[config.mk]
export PLATFORM = sky130hd
export DESIGN_NAME = lpc_frame_ctrl
export DESIGN_NICKNAME = d
export VERILOG_FILES = /design/src/rtl/lpc_frame_ctrl.sv
export SDC_FILE = /design/constraint.sdc
export NUM_CORES = 1
export LEC_CHECK = 0
export BUFFER_PORTS_ARGS = -buffer_cell sky130_fd_sc_hd__buf_2
export CAP_MARGIN = 25
export CORE_MARGIN = 2
export CORE_UTILIZATION = 55
export CTS_BUF_LIST = sky130_fd_sc_hd__clkbuf_8
export DETAILED_ROUTE_END_ITERATION = 8
export PLACE_DENSITY = 0.8
export SLEW_MARGIN = 40
export SYNTH_ARGS = -nofsm -noshare
export SYNTH_HDL_FRONTEND = slang
export SYNTH_SLANG_ARGS = --single-unit
[constraint.sdc]
create_clock -name clk -period 3.3 [get_ports clk]
set_input_delay 0.495 -clock clk [delete_from_list [all_inputs] [get_ports clk]]
set_output_delay 0.495 -clock clk [all_outputs]
set_load 0.02 [all_outputs]
[src/rtl/lpc_frame_ctrl.sv]
// Frame scheduler between LPC encoder and decoder: 2-entry coefficient frame buffer plus decoder launch FSM.
// Optional voiced pitch clamping to [PMIN, PMAX] is enabled by defining LPC_FRAME_CTRL_PITCH_CLAMP_EN.
module lpc_frame_ctrl #(
  parameter int unsigned FRAME_LEN = 160,
  parameter int unsigned PMIN      = 20
`ifdef LPC_FRAME_CTRL_PITCH_CLAMP_EN
  , parameter int unsigned PMAX    = 400
`endif
) (
  input  logic         clk,
  input  logic         rst,
  input  logic         smp_v,
  input  logic [15:0]  smp_x,
  output logic         enc_v,
  output logic [15:0]  enc_x,
  input  logic         enc_vout,
  input  logic         enc_voiced,
  input  logic [175:0] enc_a,
  input  logic [15:0]  enc_freq_count,
  output logic         dec_v,
  output logic         dec_voiced,
  output logic [175:0] dec_a,
  output logic [15:0]  dec_pulserate,
  output logic [15:0]  dec_lpcrate,
  input  logic         dec_vout,
  input  logic [15:0]  dec_synth,
  output logic         out_v,
  output logic [15:0]  out_synth,
  output logic [15:0]  smp_cnt,
  output logic [15:0]  frames_played,
  output logic         overrun,
  output logic         underrun
);

  localparam logic [15:0] FRAME_LEN_W = 16'(FRAME_LEN);
  localparam logic [15:0] PMIN_W      = 16'(PMIN);
`ifdef LPC_FRAME_CTRL_PITCH_CLAMP_EN
  localparam logic [15:0] PMAX_W      = 16'(PMAX);
`endif

  typedef enum logic [1:0] {IDLE, LAUNCH, PLAY} state_e;

  state_e         state_q, state_d;
  logic           enc_v_q, enc_v_d;
  logic [15:0]    enc_x_q, enc_x_d;
  logic           out_v_q, out_v_d;
  logic [15:0]    out_synth_q, out_synth_d;
  logic [15:0]    smp_cnt_q, smp_cnt_d;
  logic           wr_ptr_q, wr_ptr_d;
  logic           rd_ptr_q, rd_ptr_d;
  logic [1:0]     occ_q, occ_d;
  logic [1:0]     buf_voiced_q, buf_voiced_d;
  logic [175:0]   buf_a_q [2];
  logic [175:0]   buf_a_d [2];
  logic [15:0]    buf_pr_q [2];
  logic [15:0]    buf_pr_d [2];
  logic           dec_voiced_q, dec_voiced_d;
  logic [175:0]   dec_a_q, dec_a_d;
  logic [15:0]    dec_pr_q, dec_pr_d;
  logic [15:0]    play_cnt_q, play_cnt_d;
  logic [15:0]    frames_q, frames_d;
  logic           overrun_q, overrun_d;
  logic           underrun_q, underrun_d;

  logic           push, pop;
  logic [15:0]    new_pr;

  // The pop happens in LAUNCH; a push into a full buffer is only accepted alongside that pop.
  assign pop   = (state_q == LAUNCH);
  assign push  = enc_vout && ((occ_q != 2'd2) || pop);
  assign occ_d = occ_q + {1'b0, push} - {1'b0, pop};

  always_comb begin
    new_pr = PMIN_W;
    if (enc_voiced) begin
`ifdef LPC_FRAME_CTRL_PITCH_CLAMP_EN
      if (enc_freq_count < PMIN_W) begin
        new_pr = PMIN_W;
      end else if (enc_freq_count > PMAX_W) begin
        new_pr = PMAX_W;
      end else begin
        new_pr = enc_freq_count;
      end
`else
      new_pr = enc_freq_count;
`endif
    end
  end

  always_comb begin
    enc_v_d      = smp_v;
    enc_x_d      = smp_x;
    out_v_d      = dec_vout;
    out_synth_d  = dec_synth;
    smp_cnt_d    = smp_cnt_q;
    wr_ptr_d     = wr_ptr_q;
    rd_ptr_d     = rd_ptr_q;
    buf_voiced_d = buf_voiced_q;
    buf_a_d      = buf_a_q;
    buf_pr_d     = buf_pr_q;
    overrun_d    = overrun_q;

    if (smp_v) begin
      smp_cnt_d = (smp_cnt_q == FRAME_LEN_W - 16'd1) ? 16'd0 : smp_cnt_q + 16'd1;
    end

    if (push) begin
      buf_voiced_d[wr_ptr_q] = enc_voiced;
      buf_a_d[wr_ptr_q]      = enc_a;
      buf_pr_d[wr_ptr_q]     = new_pr;
      wr_ptr_d               = ~wr_ptr_q;
    end else if (enc_vout) begin
      overrun_d = 1'b1;
    end

    if (pop) begin
      rd_ptr_d = ~rd_ptr_q;
    end
  end

  always_comb begin
    state_d      = state_q;
    dec_voiced_d = dec_voiced_q;
    dec_a_d      = dec_a_q;
    dec_pr_d     = dec_pr_q;
    play_cnt_d   = play_cnt_q;
    frames_d     = frames_q;
    underrun_d   = underrun_q;

    case (state_q)
      IDLE: begin
        if (occ_d != 2'd0) begin
          state_d = LAUNCH;
        end
      end
      LAUNCH: begin
        dec_voiced_d = buf_voiced_q[rd_ptr_q];
        dec_a_d      = buf_a_q[rd_ptr_q];
        dec_pr_d     = buf_pr_q[rd_ptr_q];
        play_cnt_d   = 16'd0;
        state_d      = PLAY;
      end
      PLAY: begin
        if (dec_vout) begin
          if (play_cnt_q == FRAME_LEN_W - 16'd1) begin
            frames_d = frames_q + 16'd1;
            if (occ_d != 2'd0) begin
              state_d = LAUNCH;
            end else begin
              state_d = IDLE;
              // The very first frame finishing with nothing queued is start-up, not starvation.
              if (frames_q != 16'd0) begin
                underrun_d = 1'b1;
              end
            end
          end else begin
            play_cnt_d = play_cnt_q + 16'd1;
          end
        end
      end
      default: state_d = IDLE;
    endcase
  end

  always_ff @(posedge clk) begin
    if (rst) begin
      state_q      <= IDLE;
      enc_v_q      <= 1'b0;
      enc_x_q      <= 16'd0;
      out_v_q      <= 1'b0;
      out_synth_q  <= 16'd0;
      smp_cnt_q    <= 16'd0;
      wr_ptr_q     <= 1'b0;
      rd_ptr_q     <= 1'b0;
      occ_q        <= 2'd0;
      buf_voiced_q <= 2'b00;
      buf_a_q      <= '{default: '0};
      buf_pr_q     <= '{default: '0};
      dec_voiced_q <= 1'b0;
      dec_a_q      <= 176'd0;
      dec_pr_q     <= 16'd0;
      play_cnt_q   <= 16'd0;
      frames_q     <= 16'd0;
      overrun_q    <= 1'b0;
      underrun_q   <= 1'b0;
    end else begin
      state_q      <= state_d;
      enc_v_q      <= enc_v_d;
      enc_x_q      <= enc_x_d;
      out_v_q      <= out_v_d;
      out_synth_q  <= out_synth_d;
      smp_cnt_q    <= smp_cnt_d;
      wr_ptr_q     <= wr_ptr_d;
      rd_ptr_q     <= rd_ptr_d;
      occ_q        <= occ_d;
      buf_voiced_q <= buf_voiced_d;
      buf_a_q      <= buf_a_d;
      buf_pr_q     <= buf_pr_d;
      dec_voiced_q <= dec_voiced_d;
      dec_a_q      <= dec_a_d;
      dec_pr_q     <= dec_pr_d;
      play_cnt_q   <= play_cnt_d;
      frames_q     <= frames_d;
      overrun_q    <= overrun_d;
      underrun_q   <= underrun_d;
    end
  end

  assign enc_v         = enc_v_q;
  assign enc_x         = enc_x_q;
  assign out_v         = out_v_q;
  assign out_synth     = out_synth_q;
  assign smp_cnt       = smp_cnt_q;
  assign dec_v         = (state_q == LAUNCH);
  assign dec_voiced    = dec_voiced_q;
  assign dec_a         = dec_a_q;
  assign dec_pulserate = dec_pr_q;
  assign dec_lpcrate   = FRAME_LEN_W;
  assign frames_played = frames_q;
  assign overrun       = overrun_q;
  assign underrun      = underrun_q;

endmodule

==> metrics.md, run 1 <==
| Metric | Value |
|---|---|
| Core area | `45670 sq um` |
| Max_slew headroom | `44.83%` |
| Top post-synthesis cells by area | `dfxtp_1 52%, nand2_1 11%, a21oi_1 7.8%` |
| Synth top area share | `52.39%` |
| Global-route wire length before repair | `108.8 mm` |
| Routed via count | `22650` |
| Synthesized netlist cell count | `2955` |
| Final Cycle Share | `82.32%` |
| Post-Syn Area | `25560 sq um` |
| Initial DRC count | `1748` |
| Die height | `219.6 um` |
| Pin count of the biggest net entering global routing | `200` |
| Clock tree from TritonCTS | `done` |
| CP Buf/Inv Count | `3` |
| Power Density | `759.5 nW/um^2` |
| Dominant cell type by area after synthesis | `dfxtp_1` |
| Worst reg2reg endpoint | `state_q[0]` |
| Worst hold path class | `input pin to flip-flop` |
| EDFF count, synth | `0` |
| VDD IR-drop max | `0.5169 mV` |
| CTS Hold Buffers Added | `65` |
| Chip Width | `219.6 um` |
| Via-to-Cell Ratio | `5.500` |
| Longest Clk Path Bufs | `3` |
| Clock latency on the worst-skew pair | `0.71 ns` |
| RSZ-0062 raised after global routing | `no` |
| CP Class | `flip-flop to output port` |
| Worst slew pin tran | `0.8276 ns` |
| Worst R2R Path Depth | `10` |
| Core Util, Final | `67.34%` |
| Clock root buffer | `clkbuf_8` |
| RR Startpoint | `state_q[1]` |
| Setup Viol. Count Final | `0` |
| Num CTS Buffers | `106` |
| Global Route Usage Sum | `27.74%` |
| Initial Util | `55.97%` |
| Vias in the first global route | `22080` |
| Top_reg_cell synth | `dfxtp_1` |
| Delay-heaviest family, CP | `buffers and inverters` |
| Dpl hpwl | `43.33 mm` |
| Cell Rows | `78` |
| Area delta synth->final | `20.32%` |
| Slew Limit Fails | `0` |
| H-tree levels | `3` |
| CP arrival | `2.22 ns` |
| Worst R2R Setup Slack | `0.76 ns` |
| Highest Clock Rate | `368.1 MHz` |
| Gr ovfl total | `0` |
| Post-route ant nets | `0` |
| Maxcap violations | `0` |
| Crit-path cells | `nand2b_2 -> inv_8 -> buf_12 -> buf_2` |
| Setup Skew | `0.04451 ns` |
| Routed length per instance | `17.03 um` |
| DR DRC count | `0` |
| DRT Wirelength | `70.16 mm` |
| Hold Crit Endpoint | `buf_a_q[84]` |
| I/O Buffers | `491` |
| Final layout net count | `3654` |
| Final Wtd Congestion | `0.8629` |
| Required @ worst endpoint | `2.80 ns` |
| Hold Crit Depth | `3` |
| Layout cells sized above 1 | `19.55%` |
| Post-layout min period | `2.716 ns` |
| Kind of start point of the critical path | `flip-flop` |
| Hold_ws | `0.05019 ns` |
| FFs w/ async S/R, synth | `0%` |
| Ports | `508` |
| Critical-path maximum fanout | `128` |
| Critical Path Sink Type | `output port` |
| Clk sinks | `669` |
| Status | `completed` |
| DR pass1 iterations | `7` |
| Final setup TNS | `0 ns` |
| Die ar. | `48220 sq um` |
| Slowest stage cell, crit path | `dfxtp_1` |
| Cell Count, Final, Fillers Out | `4119` |
| Max stage delay on crit path | `0.41 ns` |
| Hold Fails Final Rpt | `0` |
| HP Start | `enc_a[84]` |
| CTS clock-pin slew for the worst setup and hold paths | `0.06 ns` |
| Ys Warns | `0` |
| Post-synthesis register bit count | `669` |
| Syn_area_per_cell | `8.651 sq um` |
| Sequential area share after synthesis | `52.39%` |
| Post-CTS sizing | `0` |
| Antenna violations before repair | `19` |
| Synth unique cells | `51` |
| Leakage | `12.09 nW` |
| Placed insts | `3843` |
| Post-CTS setup buffer count | `0` |
[cell usage in the layout, fill, tap and decap left out, drive strengths merged, types with 5 or more instances in the layout]
cell / count
a211oi: 198
a21oi: 397
and4: 5
buf: 523
clkbuf: 127
clkinv: 10
conb: 16
dfxtp: 669
diode: 21
dlygate4sd3: 66
ha: 6
inv: 63
mux2i: 194
nand2: 758
nand3: 48
nand4: 17
nor2: 249
nor2b: 37
nor3: 15
nor4: 10
o21ai: 14
or3: 7
xnor2: 19
xor2: 13
[routing by layer]
layer  share of wire, %  vias up  track usage, %
met2                 49      870           47.99
li1                   -    10910               -
met3                7.6      200           7.081
met1                 38    10670           31.45
met4                4.4       10           14.70
met5              0.084        -               0
[worst reg2reg max path, delay by kind of cell, from the launching register on]
| family | cells | cell delay (ns) |
|---|---|---|
| AND/OR/NAND/NOR | 2 | 0.41 |
| buffers and inverters | 2 | 0.12 |
| adder cells (fa/ha/maj) | 2 | 0.43 |
| AO/OA/AOI/OAI | 2 | 0.62 |
| flip-flops | 1 | 0.52 |
| XOR/XNOR | 2 | 0.32 |
[synth_stat cells (all sizes together), types with 2 or more instances]
| library cell | number |
|---|---|
| a211oi | 198 |
| a21oi | 397 |
| a31oi | 3 |
| and2 | 3 |
| and3 | 3 |
| and4 | 5 |
| buf | 147 |
| clkbuf | 101 |
| conb | 2 |
| dfxtp | 669 |
| ha | 6 |
| inv | 16 |
| mux2 | 2 |
| mux2i | 194 |
| nand2 | 758 |
| nand2b | 2 |
| nand3 | 48 |
| nand4 | 17 |
| nor2 | 249 |
| nor2b | 37 |
| nor3 | 15 |
| nor4 | 10 |
| nor4b | 3 |
| o21ai | 14 |
| o31ai | 2 |
| o41ai | 2 |
| or2 | 2 |
| or3 | 7 |
| xnor2 | 19 |
| xor2 | 13 |
[how the worst max path moves through the flow]
stage                             to  slack, ns  depth (start not counted)  startpoint
after floorplan           state_q[0]       0.62                         12  state_q[1]
after global placement    state_q[0]       0.90                         10  state_q[1]
after detailed placement  state_q[0]       0.80                         10  state_q[1]
after CTS                      dec_v       0.51                          4  state_q[1]
after global routing           dec_v       0.43                          4  state_q[0]
final                          dec_v       0.58                          4  state_q[1]
[area by class of cell]
| class | instances | area (sq um) |
|---|---|---|
| fillers | 3552 | 14920 |
| flip-flops and latches | 669 | 13400 |
| multi-input cells | 2036 | 10800 |
| repair buffers | 589 | 3625 |
| clock buffers | 127 | 1748 |
| well taps | 600 | 750.7 |
| clock inverters | 61 | 316.6 |
| inverters | 16 | 67.56 |
| diodes | 21 | 52.55 |
[power by group]
group	switching (mW)	leakage (nW)	internal [mW]
registers	0.775	5.47	9.35
clock network	3.14	1.23	3.63
logic	4.19	5.39	2.29
total	8.10	12.1	15.3
[per-stage QoR]
stage	total power, mW	worst slack, ns	cell area (sq um)
after floorplan	14.66	0.6180	25620
after global placement	16.41	0.9021	27920
after detailed placement	16.65	0.7966	27950
after CTS	23.44	0.5109	30660
after global routing	24.50	0.4293	30740
final	23.36	0.5836	30760
[kinds of logic (layout without fill, tap and decap cells)]
| group | Yosys count | after routing | synth area share, % |
|---|---|---|---|
| flops | 669 | 669 | 52.39 |
| mux | 196 | 196 | 7.684 |
| simple gates | 1163 | 1163 | 18.54 |
| compound gates | 623 | 623 | 14.36 |
| xor+xnor | 32 | 32 | 1.096 |
| other cells | 2 | 37 | 0.02938 |
| fa+ha+maj | 6 | 6 | 0.2937 |
| buf+inv | 264 | 793 | 5.609 |
[flip-flops by register name, summed over array words and instances (netlist names)]
register       count
buf_a_q          352
buf_pr_q          32
buf_voiced_q       2
dec_a            176
dec_pulserate     16
dec_voiced         1
enc_v              1
enc_x             16
frames_played     16
occ_q              2
out_synth         16
out_v              1
overrun            1
play_cnt_q        16
rd_ptr_q           1
smp_cnt           16
state_q            2
underrun           1
wr_ptr_q           1
Power figures use the tool's default switching activity.
==> run 2, diff against run 1 <==
==> constraint.sdc (replaced) <==
create_clock -name clk -period 2.62 [get_ports clk]
set_input_delay 0.393 -clock clk [delete_from_list [all_inputs] [get_ports clk]]
set_output_delay 0.393 -clock clk [all_outputs]
set_load 0.02 [all_outputs]
==> run 2 against run 1 <==
Effect of this change: clock power up 29%; sequential share of layout area down 2.3 points; core utilization up 3.8 points; non-clock buffer count up 166; critical path type unchanged; largest cell class unchanged.
==> metrics.md, run 2 (synthesis gave the netlist of run 1 again) <==
| Metric | Value |
|---|---|
| RSZ-0062 raised after global routing | `no` |
| Antenna violations before repair | `9` |
| Hold Fails Final Rpt | `0` |
| Seq pwr share | `42.2%` |
| Final layout net count | `3818` |
| Vias in the first global route | `23840` |
| Hold_ws | `0.06594 ns` |
| Global Route Usage Sum | `30.21%` |
| DR DRC count | `0` |
| Via-to-Cell Ratio | `5.575` |
| Pin count of the biggest net entering global routing | `179` |
| Commonest cells after routing, fill and taps aside | `758 x nand2_1, 667 x dfxtp_1, 490 x buf_2` |
| Highest Clock Rate | `412.7 MHz` |
| Sw Share | `35.14%` |
| Gr ovfl total | `0` |
| Layout cells sized above 1 | `19.19%` |
| DRT Wirelength | `75.75 mm` |
| Slew Limit Fails | `0` |
| CP Class | `flip-flop to output port` |
| I/O Buffers | `491` |
| Global-route wire length before repair | `118.4 mm` |
| H-tree levels | `3` |
| Setup Skew | `0.03439 ns` |
| Ports | `508` |
| Max_slew headroom | `47.84%` |
| Area delta synth->final | `27.07%` |
| Leakage | `12.80 nW` |
| DR pass1 iterations | `6` |
| Maxcap violations | `0` |
| CTS clock-pin slew for the worst setup and hold paths | `0.06 ns` |
| Sw Pwr | `10.57 mW` |
| Die ar. | `48220 sq um` |
| Worst slew pin tran | `0.7823 ns` |
| Setup Viol. Count Final | `0` |
| Post-route ant nets | `0` |
| Kind of start point of the critical path | `flip-flop` |
| Dpl hpwl | `43.26 mm` |
| Clock latency on the worst-skew pair | `0.70 ns` |
| Clock tree from TritonCTS | `done` |
| Post-CTS setup buffer count | `0` |
| Logic pwr share | `28.8%` |
| Clock root buffer | `clkbuf_8` |
| Final setup TNS | `0 ns` |
| Critical-path maximum fanout | `46` |
| Commonest non-fill, non-tap cell in the layout | `nand2_1` |
| Initial DRC count | `2193` |
| Critical Path Sink Type | `output port` |
| Worst hold path class | `input pin to flip-flop` |
| Num CTS Buffers | `104` |
| Power Density | `926.1 nW/um^2` |
| Required @ worst endpoint | `2.23 ns` |
| VDD IR-drop max | `0.7206 mV` |
| Placed Area | `28030 sq um` |
| Final Wtd Congestion | `0.8735` |
| Clock power share | `29.0%` |
| CP arrival | `2.03 ns` |
| Pint | `19.51 mW` |
| Routed length per instance | `17.71 um` |
| Top reg by flops | `buf_a_q` |
| Longest Clk Path Bufs | `3` |
| Final Cell Area | `32480 sq um` |
| Routed via count | `23840` |
| Cell Rows | `78` |
| Core area | `45670 sq um` |
| Die height | `219.6 um` |
| Fillers | `3122` |
| Status | `completed` |
| Chip Width | `219.6 um` |
| Final Cycle Share | `92.49%` |
| Clk sinks | `669` |
| Number of flip-flops in the largest register | `352` |
| Total chip power | `30.08 mW` |
| Post-layout min period | `2.423 ns` |
| Initial Util | `55.97%` |
run 2: changes by cell type in the layout (fill, tap and decap cells not counted), sizes merged, moves of 6 or more:
cell         previous run  this run
dlygate4sd3            66       225
inv                    63        51
diode                  21        13
clkbuf                127       134
buf                   523       529
clkinv                 10        16
run 2: layout make-up:
cell class	count	area [sq um]	share of cell area, %
flip-flops and latches	669	13400	41.24
multi-input cells	2036	10800	33.25
repair buffers	755	5316	16.37
clock buffers	133	1831	5.635
well taps	600	750.7	2.311
clock inverters	55	287.8	0.8859
inverters	16	67.56	0.2080
diodes	13	32.53	0.1001
run 2: what timing repair did:
| action | 4_1_cts | 5_1_grt |
|---|---|---|
| gates cloned | 0 | 1 |
| setup endpoints to repair | 1 | 1 |
| hold buffers | 225 | 0 |
| endpoints found under the hold margin | 415 | 0 |
| gates resized for setup | 3 | 2 |
run 2: through the flow:
| stage | utilization (%) | cells | worst slack (ns) |
|---|---|---|---|
| 5_1_grt | 71.09 | 4272 | 0.09107 |
| 3_5_place_dp | 61.38 | 3850 | 0.3042 |
| 2_1_floorplan | - | 2969 | 0.1355 |
| 3_3_place_gp | 61.36 | 3850 | 0.3676 |
| 4_1_cts | 70.98 | 4263 | 0.02169 |
| 6_report | 71.12 | 4277 | 0.1968 |
run 2: path summary, 6_finish.rpt:
path,endpoint,depth (start not counted),slack [ns],from
worst min-delay path,buf_pr_q[18],3,0.07,enc_freq_count[2]
worst min register to register,buf_a_q[56],2,0.45,buf_a_q[56]
worst max register to register,state_q[0],10,0.26,state_q[1]
worst max-delay path,dec_v,4,0.20,state_q[1]
run 2: critical path: stages (launching register included):
cell and delay (ns):
dfxtp_1 0.40, nand2b_2 0.32, inv_8 0.16, buf_16 0.24, buf_2 0.21
run 2: power by group through the flow:
stage / Combinational, mW / Clock, mW / Sequential (mW)
global route: 9.31 / 9.30 / 12.9
global placement: 7.94 / 0 / 12.7
floorplan: 4.68 / 0 / 13.8
detailed placement: 8.11 / 0 / 12.8
finish: 8.66 / 8.73 / 12.7
CTS: 8.43 / 8.80 / 12.6
run 2: layer usage:
metal | share of wire (%) | vias up | global-route usage, %
met1 | 39 | 11220 | 34.49
met3 | 7.7 | 275 | 7.412
met2 | 49 | 1132 | 51.81
li1 | - | 11210 | -
met5 | 0 | - | 0
met4 | 4.9 | 0 | 16.82
